## config.mk

```make
export PLATFORM = sky130hd
export DESIGN_NAME = fetch_stage
export DESIGN_NICKNAME = d
export VERILOG_FILES = /design/src/rtl/cpu_pkg.sv /design/src/rtl/if_id_register.sv /design/src/rtl/fetch_stage.sv
export SDC_FILE = /design/constraint.sdc
export NUM_CORES = 1
export LEC_CHECK = 0
export ABC_AREA = 1
export ABC_CLOCK_PERIOD_IN_PS = 4650
export BUFFER_PORTS_ARGS = -buffer_cell sky130_fd_sc_hd__buf_4
export CAP_MARGIN = 20
export CORE_MARGIN = 10
export CORE_UTILIZATION = 35
export CTS_CLUSTER_DIAMETER = 50
export DETAILED_ROUTE_END_ITERATION = 7
export PLACE_DENSITY = 0.58
export SLEW_MARGIN = 20
export SYNTH_ARGS = -nofsm -noshare
export SYNTH_HDL_FRONTEND = slang
export SYNTH_HIERARCHICAL = 1
export SYNTH_SLANG_ARGS = --single-unit
export TNS_END_PERCENT = 10
```

## constraint.sdc

```tcl
create_clock -name clk -period 4.65 [get_ports clk]
set_clock_uncertainty 0.1 [all_clocks]
set_input_delay 0 -clock clk [delete_from_list [all_inputs] [get_ports clk]]
set_output_delay 0 -clock clk [all_outputs]
set_load 0.01 [all_outputs]
```

## src/rtl/cpu_pkg.sv

```systemverilog
// Shared CPU definitions: word size, fetch constants and the fetch FSM state type.
package cpu_pkg;

  localparam int XLEN = 32;
  localparam logic [XLEN-1:0] NOP_INSTR = 32'h0000_0013;
  localparam logic [XLEN-1:0] PC_INCR   = 32'd4;

  typedef enum logic [1:0] {
    S_IDLE,
    S_REQ,
    S_DRAIN,
    S_HOLD
  } fetch_state_e;

  function automatic logic [XLEN-1:0] word_align(input logic [XLEN-1:0] a);
    return a & ~(XLEN'(3));
  endfunction

endpackage

```

## src/rtl/if_id_register.sv

```systemverilog
// IF/ID pipeline register: flush beats stall, stall holds, otherwise load an instruction or a bubble.
module if_id_register
  import cpu_pkg::*;
#(
  parameter logic [XLEN-1:0] NOP_INSTR = cpu_pkg::NOP_INSTR
) (
  input  logic            clk,
  input  logic            rst,
  input  logic            flush,
  input  logic            stall,
  input  logic            load_valid,
  input  logic [XLEN-1:0] load_instr,
  input  logic [XLEN-1:0] load_pc,
  output logic [XLEN-1:0] id_instruction,
  output logic [XLEN-1:0] id_pc,
  output logic            id_valid
);

  logic [XLEN-1:0] instr_q, instr_d;
  logic [XLEN-1:0] pc_q, pc_d;
  logic            valid_q, valid_d;

  // A bubble keeps the last PC so decode always sees a meaningful id_pc.
  always_comb begin
    instr_d = instr_q;
    pc_d    = pc_q;
    valid_d = valid_q;
    if (flush) begin
      instr_d = NOP_INSTR;
      valid_d = 1'b0;
    end else if (!stall) begin
      if (load_valid) begin
        instr_d = load_instr;
        pc_d    = load_pc;
        valid_d = 1'b1;
      end else begin
        instr_d = NOP_INSTR;
        valid_d = 1'b0;
      end
    end
  end

  always_ff @(posedge clk or posedge rst) begin
    if (rst) begin
      instr_q <= NOP_INSTR;
      pc_q    <= '0;
      valid_q <= 1'b0;
    end else begin
      instr_q <= instr_d;
      pc_q    <= pc_d;
      valid_q <= valid_d;
    end
  end

  assign id_instruction = instr_q;
  assign id_pc          = pc_q;
  assign id_valid       = valid_q;

endmodule

```

## src/rtl/fetch_stage.sv

```systemverilog
// Instruction fetch: owns the PC, runs the imem req/ready handshake, and feeds the IF/ID register.
module fetch_stage
  import cpu_pkg::*;
#(
  parameter logic [XLEN-1:0] RESET_PC  = 32'h0000_0000,
  parameter logic [XLEN-1:0] NOP_INSTR = cpu_pkg::NOP_INSTR
) (
  input  logic            clk,
  input  logic            rst,
  output logic            imem_req,
  output logic [XLEN-1:0] imem_addr,
  input  logic            imem_ready,
  input  logic [XLEN-1:0] imem_rdata,
  input  logic            id_stall,
  input  logic            redirect_valid,
  input  logic [XLEN-1:0] redirect_pc,
  output logic [XLEN-1:0] id_instruction,
  output logic [XLEN-1:0] id_pc,
  output logic            id_valid
);

  fetch_state_e    state_q, state_d;
  logic [XLEN-1:0] addr_q, addr_d;
  logic [XLEN-1:0] pc_q, pc_d;
  logic [XLEN-1:0] skid_instr_q, skid_instr_d;
  logic [XLEN-1:0] skid_pc_q, skid_pc_d;
  logic            imem_req_q, imem_req_d;

  logic            xfer;
  logic [XLEN-1:0] redir_pc;
  logic            load_valid;
  logic [XLEN-1:0] load_instr;
  logic [XLEN-1:0] load_pc;

  assign xfer     = imem_req_q & imem_ready;
  assign redir_pc = word_align(redirect_pc);

  always_comb begin
    state_d      = state_q;
    addr_d       = addr_q;
    pc_d         = pc_q;
    skid_instr_d = skid_instr_q;
    skid_pc_d    = skid_pc_q;
    load_valid   = 1'b0;
    load_instr   = imem_rdata;
    load_pc      = addr_q;
    unique case (state_q)
      S_IDLE: begin
        state_d = S_REQ;
        if (redirect_valid) addr_d = redir_pc;
      end
      S_REQ: begin
        if (redirect_valid) begin
          // Without a transfer the request must stay stable, so drain it at the old address.
          if (xfer) begin
            addr_d = redir_pc;
          end else begin
            pc_d    = redir_pc;
            state_d = S_DRAIN;
          end
        end else if (xfer) begin
          addr_d = addr_q + PC_INCR;
          if (id_stall) begin
            skid_instr_d = imem_rdata;
            skid_pc_d    = addr_q;
            state_d      = S_HOLD;
          end else begin
            load_valid = 1'b1;
          end
        end
      end
      S_DRAIN: begin
        if (redirect_valid) pc_d = redir_pc;
        if (xfer) begin
          addr_d  = redirect_valid ? redir_pc : pc_q;
          state_d = S_REQ;
        end
      end
      S_HOLD: begin
        if (redirect_valid) begin
          addr_d  = redir_pc;
          state_d = S_REQ;
        end else if (!id_stall) begin
          load_valid = 1'b1;
          load_instr = skid_instr_q;
          load_pc    = skid_pc_q;
          state_d    = S_REQ;
        end
      end
      default: state_d = S_IDLE;
    endcase
    imem_req_d = (state_d == S_REQ) || (state_d == S_DRAIN);
  end

  always_ff @(posedge clk or posedge rst) begin
    if (rst) begin
      state_q      <= S_IDLE;
      addr_q       <= RESET_PC;
      pc_q         <= RESET_PC;
      skid_instr_q <= NOP_INSTR;
      skid_pc_q    <= '0;
      imem_req_q   <= 1'b0;
    end else begin
      state_q      <= state_d;
      addr_q       <= addr_d;
      pc_q         <= pc_d;
      skid_instr_q <= skid_instr_d;
      skid_pc_q    <= skid_pc_d;
      imem_req_q   <= imem_req_d;
    end
  end

  assign imem_req  = imem_req_q;
  assign imem_addr = addr_q;

  if_id_register #(
    .NOP_INSTR (NOP_INSTR)
  ) u_if_id (
    .clk            (clk),
    .rst            (rst),
    .flush          (redirect_valid),
    .stall          (id_stall),
    .load_valid     (load_valid),
    .load_instr     (load_instr),
    .load_pc        (load_pc),
    .id_instruction (id_instruction),
    .id_pc          (id_pc),
    .id_valid       (id_valid)
  );

endmodule

```

## Word level (Yosys, flattened, before mapping)

Cells that the tools add are included.

- Register bits: 196
- Input port bits: 69
- Output and inout bits: 98
- Logic and storage cells: 63

- Add/subtract/negate cells: 1
- Equality and inequality tests: 11
- Muxes and demuxes: 31
- Bitwise logic cells: 3
- Reduce and logical (&&, ||, !) cells: 8

Operators by type and width:

| kind | count |
|---|---|
| two-way mux 32 bit | 13 |
| one-hot mux 32 bit (3 select lines) | 1 |
| one-hot mux 32 bit (2 select lines) | 1 |
| adder 32 x 3 -> 32 bit, second input constant | 1 |
| two-way mux 2 bit | 7 |
| AND reduction 3 bit | 3 |
| != test 2 bit, second input constant | 4 |
| one-hot mux 2 bit (4 select lines) | 1 |
| two-way mux 1 bit | 7 |
| == test 2 bit, second input constant | 3 |
| == test 2 x 1 -> 1 bit, second input constant | 2 |
| != test 2 x 1 -> 1 bit, second input constant | 2 |
| AND reduction 4 bit | 1 |
| logical NOT 2 bit | 1 |
| NOT 1 bit | 2 |
| one-hot mux 1 bit (2 select lines) | 1 |
| nonzero test 2 bit | 1 |
| OR reduction 2 bit | 1 |
| bitwise AND 1 bit | 1 |
| logical OR 1 bit | 1 |

## Logic depth before layout (Yosys ltp)

Gate-level depths: netlist (run 1).

- Depth after elaboration: 7
- Depth in mapped cells: 12
- Mapped depth without buffers: 12

## Hierarchy

Netlist (run 1), hierarchy kept.

By module, submodules not included:

| module | instances | cells an instance | area an instance (µm²) | seq. area each (µm²) |
|---|---|---|---|---|
| fetch_stage | 1 | 1,182 | 8,199.1 | 3,281.9 |
| if_id_register | 1 | 290 | 2,607.5 | 1,630.3 |

## Worst setup path after synthesis (run 1)

No wires, ideal clock.

- Kind: register to register
- Start: register state_q[1]
- End: register u_if_id.pc_q[20], in the netlist u_if_id/id_pc[20]
- Library setup time: 0.065 ns
- Arrival time: 1.877 ns
- Data required time: 4.485 ns
- Setup slack: 2.608 ns
- Cell stages (with the launch flop): 12
- Path buffers: 3
- Clock period less this slack: 2.042 ns
- Path through: dfrtp_1 inv_1 ha_1 nand2_1 nor2_1 clkbuf_1 nor2_1 nor2_1 buf_2 buf_2 nand3_1 nand2_1

- Cells in the longest elaborated chain, start to end: 3
- Elaborated cells on any way between the ends: 5
- Classes of those cells: 2 x eq/ne; 2 x mux; 1 x reduce/logical

Ends and longest elaborated chain:

| what | RTL line | RTL |
|---|---|---|
| start: declaration | fetch_stage.sv:22 | `fetch_state_e state_q, state_d;` |
| start signal: assignment | fetch_stage.sv:104 | `state_q <= state_d;` |
| == test 2 bit or == test 2 x 1 -> 1 bit (tied branches) | fetch_stage.sv:47 | `unique case (state_q)` |
| one-hot mux 1 bit (2 select lines) (*) | fetch_stage.sv:47 |  |
| net load_valid | fetch_stage.sv:31 | `logic load_valid;` |
| AND reduction 3 bit (no source line) (*) | -- |  |
| end signal: assignment | if_id_register.sv:50 | `pc_q <= pc_d;` |
| end: declaration | if_id_register.sv:20 | `logic [XLEN-1:0] pc_q, pc_d;` |

Mark *: on every way through the listed nets, which the timed path passes. The rest lies on a longest branch.
A chain may end at the register's enable or synchronous reset.

## Worst setup path after layout (run 1)

- Start: register state_q[1]
- End: register addr_q[14], in the netlist imem_addr[14]

- Cells in the longest elaborated chain, start to end: 4
- Elaborated cells on any way between the ends: 10
- Classes of those cells: 6 x eq/ne; 1 x mux; 3 x reduce/logical

Ends and longest elaborated chain:

| what | RTL line | RTL |
|---|---|---|
| == test 2 bit or logical NOT 2 bit (tied branches) | fetch_stage.sv:47 |  |
| OR reduction 2 bit (no source line) | -- |  |
| != test 2 x 1 -> 1 bit (no source line) | -- |  |
| AND reduction 3 bit (no source line) | -- |  |
| end signal: assignment | fetch_stage.sv:105 | `addr_q <= addr_d;` |
| end: declaration | fetch_stage.sv:23 | `logic [XLEN-1:0] addr_q, addr_d;` |

Parallel ways exist; a longest one is shown, timed or not.

==> metrics.txt, run 1 <==
clock buffer depth 2; Slew @ Worst Pin ~1000 ps; Async SR Flop Fraction 100%; All-Layer GR Usage between 10% and 20%; Pwr Density between 500 and 600 mW/mm^2; #FFs+latches synth between 150 and 200; Setup crit end kind flop; core area 0.0305 mm^2; largest net degree at the start of global routing ~130; die span in x 196 um; hold path start redirect_valid; reg2reg start state_q[1]$_DFF_PP0_; share of cells above drive strength 1 17.0%; Layout area overhead 25.6%; design area between 0.01 and 0.015 mm^2; Nets roughly 1,700; Hold WS 39.2 ps; DR iter-0 viols just under 800; number of antenna violations at the first check in global routing 0; commonest non-fill, non-tap cell in the layout nand2_1; Slew Viols, Final 0; Crit path required time ~5000 ps; Ant. Diodes 0; final setup vio count 0; first-pass GRT wire length about 55 mm; critical path's largest stage delay 450 ps; DR DRC count 0; die area 0.0383 mm^2; Max IR drop VDD approximately 0.27 mV; CP cell instances inv_1, ha_1, buf_4, o21ai_0, nand2_1, buf_4, inv_2, nand3_1, a21oi_1, a21oi_1; GRT overflow 0; die height around 200 um; Crit path buffers/inverters 4; number of buffers created by CTS 17; fill count a little over 3,000; via count 10,000; synthesized net count about 1,500; final setup TNS 0 ps; GPL Wtd Cong 0.833; placement-stage cell area roughly 0.012 mm^2; post-route minimum period between 2000 and 3000 ps; postcts setup bufs 0; H-tree depth 4; fmax approximately 370 MHz; slew margin rel. roughly 31%; period utilisation layout 58.1%; most frequent cells in the layout 575 x nand2_1, 190 x dfrtp_1, 175 x o21ai_0; Syn Inst Count 1,472; routed length per instance around 16 um; syn avg cell area about 7.3 um^2; CTS tree yes; Final HPWL DP 22.3 mm; total wire length between 30 and 40 mm; Starting Density 35.4%; crit path DAT between 2000 and 3000 ps; Post-synth EDFFs 0; maxcap violations 0; Ports 167; clk slew on worst S/H paths roughly 80 ps; vias per cell 4.88; DRT Pass-1 Iters 5; Ys Warns 6; post-synth cell types 36; Post-CTS Hold Buffers 64; RSZ-0062 raised after global routing false; Resized cells post-CTS 0; Final Hold Viols 0; type of origin of the critical path flop; clk root buf clkbuf_16; count of port buffers added during placement about 160; post-synthesis sequential area ratio a little under half; total power 7.54 mW; Hold Path Class in2reg; multi-input logic area 0.00504 mm^2; CTS sink cnt between 150 and 200; ys flop type dfrtp_1; mapped cell area 0.0108 mm^2; Storage cell area 0.00491 mm^2; Leakage roughly 6.6 nW; Slowest-stage cell, CP dfrtp_1; Worst path top cell family by delay buffers and inverters; clock latency on the worst-skew pair around 450 ps; row cnt 64; Final ANT Viol Nets 0; CP Class reg2reg; number of global-route vias before repair 9,952; CP startpoint state_q[1]$_DFF_PP0_; outcome finished, final reports clean; CP Max Fanout 36
==> per-layer routing <==
| layer | part of all wire, % | vias up | GRT usage [%] |
|---|---|---|---|
| met1 | 48 | 4716 | 24.3 |
| met5 | 0 | - | 0 |
| met3 | 5.0 | 26 | 3.70 |
| met2 | 46 | 218 | 28.0 |
| met4 | 1.2 | 0 | 4.36 |
| li1 | - | 5080 | - |
==> registers in the layout, summed over array words and instances (netlist names) <==
register / flops
imem_addr: 32
imem_req: 1
pc_q: 32
skid_instr_q: 32
skid_pc_q: 32
state_q: 2
u_if_id/id_instruction: 32
u_if_id/id_pc: 32
u_if_id/id_valid: 1
==> synthesized netlist by cell type (5+ instances only) <==
library cell  count  area (um^2)
inv_1           119          447
a21oi_1          35          175
dfrtp_1         190         4750
dfstp_2           6          158
ha_1              6         75.1
nor2_1           65          244
buf_2            40          200
clkbuf_1         31          116
nand3_1         107          536
nand2_1         575         2160
mux2_2           37          417
o21ai_0         175          876
nor2_2            7         43.8
xor2_1            5         43.8
inv_2             7         26.3
nor2_4            7         78.8
nand2_2           5         31.3
a221oi_1         13          114
==> worst min-delay path: cells and delay by family <==
family                 cells  cell delay [ps]
buffers and inverters      2              400
AND/OR/NAND/NOR            3              160
==> final cells by class <==
type / count / area share [%]
Clock buffer: 17 / 3.14
Clock inverter: 15 / 1.84
Inverter: 127 / 3.57
Multi-Input combinational cell: 1068 / 37.2
Sequential cell: 196 / 36.2
Tap cell: 396 / 3.65
Timing Repair Buffer: 239 / 14.4
==> through the flow <==
step | std cells | utilization, % | setup WS [ps]
finish | 2058 | 44.5 | 1950
global route | 2058 | 44.5 | 1630
CTS | 2058 | 44.5 | 1970
detailed placement | 1962 | 40.1 | 2010
global placement | 1962 | 40.1 | 2010
floorplan | 1472 | - | 1060
==> power breakdown <==
group	internal (mW)	switching, mW
registers	2.32	0.510
clock network	1.02	0.720
logic	1.12	1.85
==> logic make-up after synthesis <==
logic type               share of synthesized area (%)
multiplexers                                      3.96
XOR/XNOR                                         0.405
flip-flops                                        45.5
adder cells (fa/ha/maj)                          0.695
AO/OA/AOI/OAI                                     12.4
buffers and inverters                             8.06
AND/OR/NAND/NOR                                   29.0
==> worst paths after layout <==
| kind | to | slack, ps | cells past startpoint |
|---|---|---|---|
| min reg2reg | u_if_id/id_pc[29]$_DFFE_PP0P_ | 370 | 2 |
| min in group asynchronous | skid_instr_q[23]$_DFFE_PP0P_ | 210 | 3 |
| max | imem_addr[14]$_DFFE_PP0P_ | 1950 | 10 |
| max reg2reg | imem_addr[14]$_DFFE_PP0P_ | 1950 | 10 |
| max in group asynchronous | pc_q[13]$_DFFE_PP0P_ | 3100 | 4 |
| min | u_if_id/id_instruction[4]$_DFFE_PP1P_ | 40 | 5 |
Note: power is estimated with default switching activity, not from simulation.
==> run 2, diff against run 1 <==
--- a/config.mk
+++ b/config.mk
@@ -5,8 +5,8 @@
 export SDC_FILE = /design/constraint.sdc
 export NUM_CORES = 1
 export LEC_CHECK = 0
-export ABC_AREA = 1
-export ABC_CLOCK_PERIOD_IN_PS = 4650
+export ABC_AREA = 0
+export ABC_CLOCK_PERIOD_IN_PS = 2500
 export BUFFER_PORTS_ARGS = -buffer_cell sky130_fd_sc_hd__buf_4
 export CAP_MARGIN = 20
 export CORE_MARGIN = 10
==> constraint.sdc (replaced) <==
create_clock -name clk -period 2.5 [get_ports clk]
set_clock_uncertainty 0.1 [all_clocks]
set_input_delay 0 -clock clk [delete_from_list [all_inputs] [get_ports clk]]
set_output_delay 0 -clock clk [all_outputs]
set_load 0.01 [all_outputs]
==> run 2 against run 1 <==
Against the previous run: routed wire length fell by 14%; first-iteration DRC count fell by 53%; design area fell by 2.9%; hold slack improved by 14 ps; combinational power rose by 120%; critical path type unchanged; highest routed layer unchanged.
==> metrics.txt, run 2 <==
count of port buffers added during placement 164 (unchanged); CP Max Fanout 9 (was 36); Crit path required time 2760 ps (was 4930 ps); largest net degree at the start of global routing 72 (was 129); top cells by count, synth 192 x mux2_2, 190 x dfrtp_1, 83 x nand2_1 (was 575 x nand2_1, 190 x dfrtp_1, 175 x o21ai_0); slew margin rel. 43.0% (was 30.7%); syn avg cell area 11.2 um^2 (was 7.34 um^2); outcome finished, final reports clean (unchanged); post-synthesis sequential area ratio 49.7% (was 45.5%); mapped cell area 0.00989 mm^2 (was 0.0108 mm^2); share of cells above drive strength 1 41.4% (was 17.0%); #FFs+latches synth 196 (unchanged); Ys Warns 6 (unchanged); Starting Density 35.5% (was 35.4%); first-pass GRT wire length 46.3 mm (was 55.4 mm); Compound-Gate Fraction of Synth Area 11.8% (was 12.4%); vias per cell 5.18 (was 4.88); post-synth cell types 65 (was 36); ys flop type dfrtp_1 (unchanged); clock latency on the worst-skew pair 440 ps (was 450 ps); die span in x 188 um (was 196 um); largest family of logic cells by synthesized area multiplexers (was simple AND/OR/NAND/NOR gates); Slowest-stage cell, CP nor4_2 (was dfrtp_1); post-synth top area share 48.1% (was 44.0%); CP Class reg2reg (unchanged); Max IR drop VDD 0.575 mV (was 0.273 mV); clock buffer depth 2 (unchanged); routed length per instance 19.1 um (was 16.4 um); maxcap violations 0 (unchanged); Slew Viols, Final 0 (unchanged); Syn Inst Count 883 (was 1,472); Final HPWL DP 20.7 mm (was 22.3 mm); die area 0.0354 mm^2 (was 0.0383 mm^2); CTS sink cnt 196 (unchanged); number of antenna violations at the first check in global routing 1 (was 0); GPL Wtd Cong 0.873 (was 0.833); Hold Path Class in2reg (unchanged); synthesized net count 958 (was 1,547); DR DRC count 0 (unchanged); cell with the most instances after synthesis mux2_2 (was nand2_1); DRT Pass-1 Iters 5 (unchanged); final setup TNS 0 ps (unchanged); row cnt 61 (was 64); CP cell instances buf_4, ha_1, nand4_1, nor4_2, buf_4, nand4_1, mux2_2, nor3_1 (was inv_1, ha_1, buf_4, o21ai_0, nand2_1, buf_4, inv_2, nand3_1, a21oi_1, a21oi_1); number of buffers created by CTS 17 (unchanged); Inst Count DP 1,418 (was 1,962); adder-cell share of the synthesized area 0.759% (was 0.695%); post-route minimum period 2350 ps (was 2700 ps); type of origin of the critical path flop (unchanged); Nets 1,198 (was 1,724); H-tree depth 4 (unchanged); die height 188 um (was 196 um); fmax 426 MHz (was 370 MHz); Pwr Density 1090 mW/mm^2 (was 555 mW/mm^2); post-synthesis mux area share 22.5% (was 3.96%); most frequent cells in the layout 213 x buf_4, 192 x mux2_2, 190 x dfrtp_1 (was 575 x nand2_1, 190 x dfrtp_1, 175 x o21ai_0); number of global-route vias before repair 8,302 (was 9,952); clk slew on worst S/H paths 80 ps (about the same); Final ANT Viol Nets 0 (unchanged); All-Layer GR Usage 16.2% (was 17.7%); critical path's largest stage delay 400 ps (was 450 ps); postcts setup bufs 0 (unchanged); GRT overflow 0 (unchanged); Crit path buffers/inverters 2 (was 4); core area 0.0279 mm^2 (was 0.0305 mm^2); Resized cells post-CTS 0 (unchanged); fill count 2,566 (was 3,048); Layout area overhead 33.2% (was 25.6%); Async SR Flop Fraction 100% (unchanged); final setup vio count 0 (unchanged); Final Hold Viols 0 (unchanged); clk root buf clkbuf_16 (unchanged); Worst path top cell family by delay simple AND/OR/NAND/NOR gates (was buffers and inverters); top cells by area, synth dfrtp_1 48%, mux2_2 22%, nand2_1 3.1% (was dfrtp_1 44%, nand2_1 20%, o21ai_0 8.1%); DR iter-0 viols 361 (was 772); Ports 167 (unchanged); CTS tree yes (unchanged); Leakage 5.76 nW (was 6.64 nW); commonest non-fill, non-tap cell in the layout buf_4 (was nand2_1); period utilisation layout 93.9% (was 58.1%); simple-gate share of the synthesized area 11.5% (was 29.0%); Slew @ Worst Pin 853 ps (was 1040 ps); Post-Route Utilization 47.3% (was 44.5%); Post-Layout Cell Count 1,516 (was 2,058); XOR/XNOR share of the synthesized area 0.177% (was 0.405%); RSZ-0062 raised after global routing true (was false); Post-synth EDFFs 0 (unchanged); via count 7,851 (was 10,000); crit path DAT 2600 ps (was 2980 ps); Synth area leader dfrtp_1 (unchanged); total wire length 29.0 mm (was 33.7 mm); Setup crit end kind flop (unchanged)
[run 2: per-stage QoR]
step                      hold slack [ps]  area, um^2  setup WS [ps]  power, mW
final                                53.6       13200            152       14.4
after global routing                 54.3       13200          -37.5       15.4
after CTS                            26.2       13200            170       14.6
after floorplan                      16.8        9900           -553       8.90
after global placement               56.1       11900            203       11.5
after detailed placement             63.1       11900            198       11.6
[run 2: where the power goes]
group	switching (mW)	total, mW	internal, mW
registers	0.760	5.16	4.40
logic	3.21	6.45	3.25
clock network	1.42	2.77	1.35
total	5.39	14.4	9.00
[run 2: layout make-up]
| class | count | area (um^2) | share of cell area (%) |
|---|---|---|---|
| Clock inverter | 15 | 163 | 1.23 |
| Multi-Input combinational cell | 601 | 4650 | 35.3 |
| Antenna cell | 2 | 5.00 | 0.0380 |
| Timing Repair Buffer | 289 | 2480 | 18.8 |
| Sequential cell | 196 | 4910 | 37.3 |
| Clock buffer | 17 | 425 | 3.23 |
| Inverter | 18 | 71.3 | 0.541 |
| Tap cell | 378 | 473 | 3.59 |
[run 2: what timing repair did]
| item | CTS | global route |
|---|---|---|
| hold buffers | 64 | 0 |
| endpoints found under the hold margin | 176 | 0 |
| setup endpoints to repair | 0 | 2 |
[run 2: path summary, 6_finish.rpt]
kind | startpoint | to | slack, ps | cells after the start
setup reg to reg | imem_addr[2]$_DFFE_PP0P_ | imem_addr[28]$_DFFE_PP0P_ | 150 | 8
setup / recovery | imem_addr[2]$_DFFE_PP0P_ | imem_addr[28]$_DFFE_PP0P_ | 150 | 8
max in group asynchronous | rst | skid_instr_q[1]$_DFFE_PP1P_ | 1370 | 4
min in group asynchronous | rst | u_if_id/id_pc[0]$_DFFE_PP0P_ | 140 | 3
hold / removal | imem_ready | state_q[1]$_DFF_PP0_ | 50 | 5
hold reg to reg | u_if_id/id_pc[14]$_DFFE_PP0P_ | u_if_id/id_pc[14]$_DFFE_PP0P_ | 400 | 1
[run 2: logic make-up after synthesis]
family	count (synthesis)
flip-flops	196
AND/OR/NAND/NOR	219
buffers and inverters	86
AO/OA/AOI/OAI	176
multiplexers	198
adder cells (fa/ha/maj)	6
XOR/XNOR	2
[run 2: worst register-to-register path: stages (launching register included)]
cell and delay, ps:
dfrtp_1 350, buf_4 140, ha_1 210, nand4_1 220
nor4_2 400, buf_4 240, nand4_1 130, mux2_2 310
nor3_1 160
[run 2: layer usage]
| metal | up-vias | GRT usage, % | routed length [um] |
|---|---|---|---|
| li1 | 3709 | - | - |
| met1 | 3961 | 19.6 | 12300 |
| met2 | 160 | 27.5 | 14600 |
| met3 | 21 | 4.66 | 1700 |
| met4 | 0 | 4.22 | 422 |
| met5 | - | 0 | 0 |
